[config.mk]
export PLATFORM = sky130hd
export DESIGN_NAME = key_onehot_capture
export DESIGN_NICKNAME = d
export VERILOG_FILES = /design/src/rtl/key_onehot_capture.sv
export SDC_FILE = /design/constraint.sdc
export NUM_CORES = 1
export LEC_CHECK = 0
export ABC_AREA = 1
export CAP_MARGIN = 20
export CORE_MARGIN = 2
export CORE_UTILIZATION = 45
export CTS_CLUSTER_SIZE = 16
export DETAILED_ROUTE_END_ITERATION = 16
export DONT_BUFFER_PORTS = 1
export REMOVE_ABC_BUFFERS = 1
export SLEW_MARGIN = 20
export SYNTH_ARGS = -nofsm -noshare
export SYNTH_HDL_FRONTEND = slang
export SYNTH_SLANG_ARGS = --single-unit
[constraint.sdc]
create_clock -name clk -period 1.5 [get_ports clk]
set_clock_uncertainty 0.05 [all_clocks]
set_input_delay 0.15 -clock clk [delete_from_list [all_inputs] [get_ports clk]]
set_output_delay 0.15 -clock clk [all_outputs]
set_load 0.02 [all_outputs]
[src/rtl/key_onehot_capture.sv]
// Button front end for the 8:3 encoder: per-key 2-flop synchroniser, then a
// debounce FSM that reports one-hot presses (key_valid) or multi-key chords (key_err).

module key_sync_bit (
  input  logic clk,
  input  logic rst_n,
  input  logic d,
  output logic q
);
  logic s1;

  // Idle level of an active-low button is 1, so reset to "released".
  always_ff @(posedge clk or negedge rst_n) begin
    if (!rst_n) begin
      s1 <= 1'b1;
      q  <= 1'b1;
    end else begin
      s1 <= d;
      q  <= s1;
    end
  end
endmodule

module key_onehot_capture #(
  parameter int DB_CNT = 1000,
  parameter int CNT_W  = 10
) (
  input  logic       clk,
  input  logic       rst_n,
  input  logic [7:0] key_n,
  output logic [7:0] key_onehot,
  output logic       key_valid,
  output logic       key_err,
  output logic       busy
);
  typedef enum logic [1:0] {IDLE, PRESS_DB, HELD, RELEASE_DB} state_t;

  localparam logic [CNT_W-1:0] LAST = CNT_W'(DB_CNT - 1);

  state_t           state;
  logic [CNT_W-1:0] cnt;
  logic [7:0]       cand;
  logic [7:0]       sync2;
  logic [7:0]       p;
  logic             cand_onehot;

  for (genvar i = 0; i < 8; i++) begin : g_sync
    key_sync_bit u_sync (.clk(clk), .rst_n(rst_n), .d(key_n[i]), .q(sync2[i]));
  end

  assign p           = ~sync2;
  assign cand_onehot = (cand != 8'h00) && ((cand & (cand - 8'h01)) == 8'h00);

  // busy mirrors state != IDLE but is registered alongside the state update.
  always_ff @(posedge clk or negedge rst_n) begin
    if (!rst_n) begin
      state      <= IDLE;
      cnt        <= '0;
      cand       <= 8'h00;
      key_onehot <= 8'h00;
      key_valid  <= 1'b0;
      key_err    <= 1'b0;
      busy       <= 1'b0;
    end else begin
      key_valid <= 1'b0;
      key_err   <= 1'b0;
      case (state)
        IDLE: begin
          if (p != 8'h00) begin
            cand  <= p;
            cnt   <= '0;
            state <= PRESS_DB;
            busy  <= 1'b1;
          end
        end
        PRESS_DB: begin
          if (p != cand) begin
            cnt   <= '0;
            state <= IDLE;
            busy  <= 1'b0;
          end else if (cnt == LAST) begin
            cnt   <= '0;
            state <= HELD;
            if (cand_onehot) begin
              key_onehot <= cand;
              key_valid  <= 1'b1;
            end else begin
              key_err <= 1'b1;
            end
          end else begin
            cnt <= cnt + CNT_W'(1);
          end
        end
        HELD: begin
          // Extra keys or swaps while held are ignored until a full release.
          if (p == 8'h00) begin
            cnt   <= '0;
            state <= RELEASE_DB;
          end
        end
        RELEASE_DB: begin
          if (p != 8'h00) begin
            cnt   <= '0;
            state <= HELD;
          end else if (cnt == LAST) begin
            cnt   <= '0;
            state <= IDLE;
            busy  <= 1'b0;
          end else begin
            cnt <= cnt + CNT_W'(1);
          end
        end
        default: begin
          cnt   <= '0;
          state <= IDLE;
          busy  <= 1'b0;
        end
      endcase
    end
  end
endmodule

==> impl_metrics.json <==
{
  "cts_tree": "built",
  "vias": 2037,
  "yosysWarnings": 0,
  "antenna_found_initial": 0,
  "relSlewSlack_pct": 78.6,
  "ys_seq_area_share_pct": 53.1,
  "antenna_left": 0,
  "grt_pass1_vias": 1858,
  "syn-instance-count": 275,
  "tightest_slew_ns": 0.318,
  "drv_slew": 0,
  "clockRootBuffer": "clkbuf_8",
  "start_util_pct": 47.0,
  "gp_congestion": 0.834,
  "netlist_area_um2": 2250,
  "arrival_ns": 1.86,
  "io_buffers": 0,
  "dp_hpwl_um": 3210,
  "synth-seq-cells": 47,
  "htreeDepth": 2,
  "grt_remaining_overflow": 0,
  "required_ns": 1.70,
  "violations": "setup timing",
  "fin_crit_sh_pct": 111,
  "fin_area_um2": 3500,
  "rr_worst_depth": 10,
  "end_kind": "flip-flop",
  "vdd_drop_max_mv": 0.745,
  "area_delta_synth_final_pct": 55.4,
  "cts_buffers": 5,
  "top_level_ports": 21,
  "drt-pass1-iter-count": 4,
  "drcViolationCount": 0,
  "fp.dieH_um": 74.7,
  "dpl-instance-area_um2": 2630,
  "min_period_ns": 1.66,
  "reg2reg_slack_ns": -0.16,
  "grt_first_pass_wirelength_um": 8450,
  "path_class": "reg2reg",
  "rsz0062_at_grt": "yes",
  "hold_path_class": "in2async",
  "initialDrtViolationCount": 77,
  "coreArea_um2": 4790,
  "routedWlPerCell_um": 13.8,
  "hold_violations": 0,
  "row_count": 25,
  "die_x_um": 74.7,
  "via_per_inst": 4.94,
  "grt_start_max_net_pins": 48,
  "wirelength_um": 5690,
  "dieArea_um2": 5580,
  "insertion_delay_ns": 0.31,
  "p_leak_uw": 0.00169,
  "power.density_nw_per_um2": 1220,
  "startpoint": "g_sync[0].u_sync.q",
  "synth.top_cell.area_share_pct": 34.5,
  "endpoint": "cnt[1]",
  "drive_gt1_share_pct": 51.3,
  "grt_usage_pct": 19.9,
  "num-nets-final": 355,
  "synthDistinctLibCells": 26,
  "diodes": 0,
  "fmax_ghz": 0.603,
  "critPathMaxFanout": 6,
  "synth.avg_cell_area_um2": 8.19,
  "synth_top_area_cell": "dfrtp_1",
  "r2r-end": "cnt[1]",
  "worst_setup_path_start_kind": "flip-flop",
  "clock_path_buffers": 2,
  "synth_area_leaders": "dfrtp_1, dfstp_2, nand2_1, nand3_1, inv_1",
  "clock_sinks": 47,
  "worst_slack_ns": -0.159,
  "r2r-start": "g_sync[0].u_sync.q",
  "setup_viol": 31,
  "outcome": "finished, violations left",
  "post-route-util_pct": 73.1,
  "max_cap_violations": 0,
  "clk_pin_slew_ns": 0.10
}
==> worst min path at each step <==
stage | end | start | cells past startpoint
floorplan | busy | rst_n | 0
global placement | cand[5] | rst_n | 0
detailed placement | cand[4] | rst_n | 0
CTS | cand[4] | rst_n | 2
global route | cand[7] | rst_n | 2
finish | cand[4] | rst_n | 2
==> cells in the mapped netlist <==
master,number
nand3_2,1
dfrtp_1,31
nand4_1,2
nand2_1,86
a21o_2,1
xor2_1,5
o21ai_0,12
and2_1,2
a21oi_1,5
ha_1,1
buf_2,3
nor2_2,1
inv_1,29
clkbuf_1,1
nor3_1,1
nand2_4,1
nand4_2,1
o21ai_1,2
nor2_4,2
xnor2_1,1
nand2_2,1
nand3_1,39
nor3_4,1
nor2_1,29
dfstp_2,16
xor2_2,1
==> report_power, final <==
group          total (uW)  switching, uW  internal (uW)  leakage [uW]
Clock                 862            504            358     0.0000526
Combinational        1680            834            844       0.00107
Sequential           1720            276           1440      0.000576
Total                4260           1610           2640       0.00169
==> cell families after synthesis <==
| group | Yosys count | synth area share (%) |
|---|---|---|
| fa+ha+maj | 1 | 0.556 |
| compound gates | 20 | 4.61 |
| xor+xnor | 7 | 3.06 |
| flops | 47 | 53.1 |
| simple gates | 167 | 33.0 |
| buf+inv | 33 | 5.67 |
==> critical path, stage by stage (launching register included) <==
cell	delay (ns)
dfstp_2	0.55
buf_6	0.11
nand2_2	0.05
nor2_2	0.15
nand2_2	0.13
buf_4	0.17
inv_2	0.06
nand2_2	0.08
nand2_8	0.13
nand3_2	0.07
nand2_1	0.06
==> state kept, by name (all words and copies together) (netlist names) <==
name	count
busy	1
cand	8
cnt	10
g_sync.u_sync.q	8
g_sync.u_sync.s1	8
key_err	1
key_onehot	8
key_valid	1
state	2
==> stage by stage <==
stage | instances | TNS [ns] | total power [uW] | hold WS (ns) | setup WS, ns
3_5_place_dp | 377 | -3.18 | 2680 | -0.194 | -0.169
5_1_grt | 412 | -6.19 | 4510 | 0.290 | -0.250
3_3_place_gp | 377 | -2.48 | 2660 | -0.194 | -0.133
4_1_cts | 408 | -2.12 | 3790 | 0.282 | -0.174
6_report | 412 | -3.68 | 4260 | 0.278 | -0.159
2_1_floorplan | 271 | -2.06 | 2210 | -0.196 | -0.240
==> per-layer routing <==
| metal | vias up | track usage (%) | routed length, um |
|---|---|---|---|
| met3 | 9 | 4.55 | 236 |
| met1 | 980 | 26.6 | 2370 |
| met4 | 0 | 5.75 | 91 |
| met5 | - | 0 | 0 |
| li1 | 1007 | - | - |
| met2 | 41 | 32.7 | 2990 |
==> timing repair <==
action	4_1_cts	5_1_grt
gates resized for setup	54	79
endpoints found under the setup margin	31	31
cloned	2	1
setup buffers	11	4
hold buffers	10	0
pin swaps	9	35
hold endpoints to repair	55	0
==> layout by cell type, fill, tap and decap left out, types with 2 or more instances in the layout <==
cell type,n
nand3_2,20
dfstp_2,16
clkbuf_8,5
nor2_1,12
dlygate4sd3_1,9
buf_6,11
a21oi_1,4
inv_8,2
nand2_4,5
dfrtp_2,4
nand4_1,2
buf_16,2
dfrtp_1,27
nand3_1,17
nor2_4,10
buf_4,36
buf_12,4
buf_8,2
o21ai_0,4
xor2_1,4
nor2_2,10
nand2_8,2
nand2_1,60
o21ai_2,2
inv_2,9
nand3_4,3
nand2_2,22
inv_1,20
o21ai_1,7
==> cell type report <==
class                   instances  area, um2
multi-input cells             196       1330
fillers                       342       1290
flip-flops and latches         47       1200
repair buffers                 65        674
inverters                      29        109
well taps                      67       83.8
clock buffers                   5       68.8
clock inverters                 3       31.3
Power figures use the tool's default switching activity.
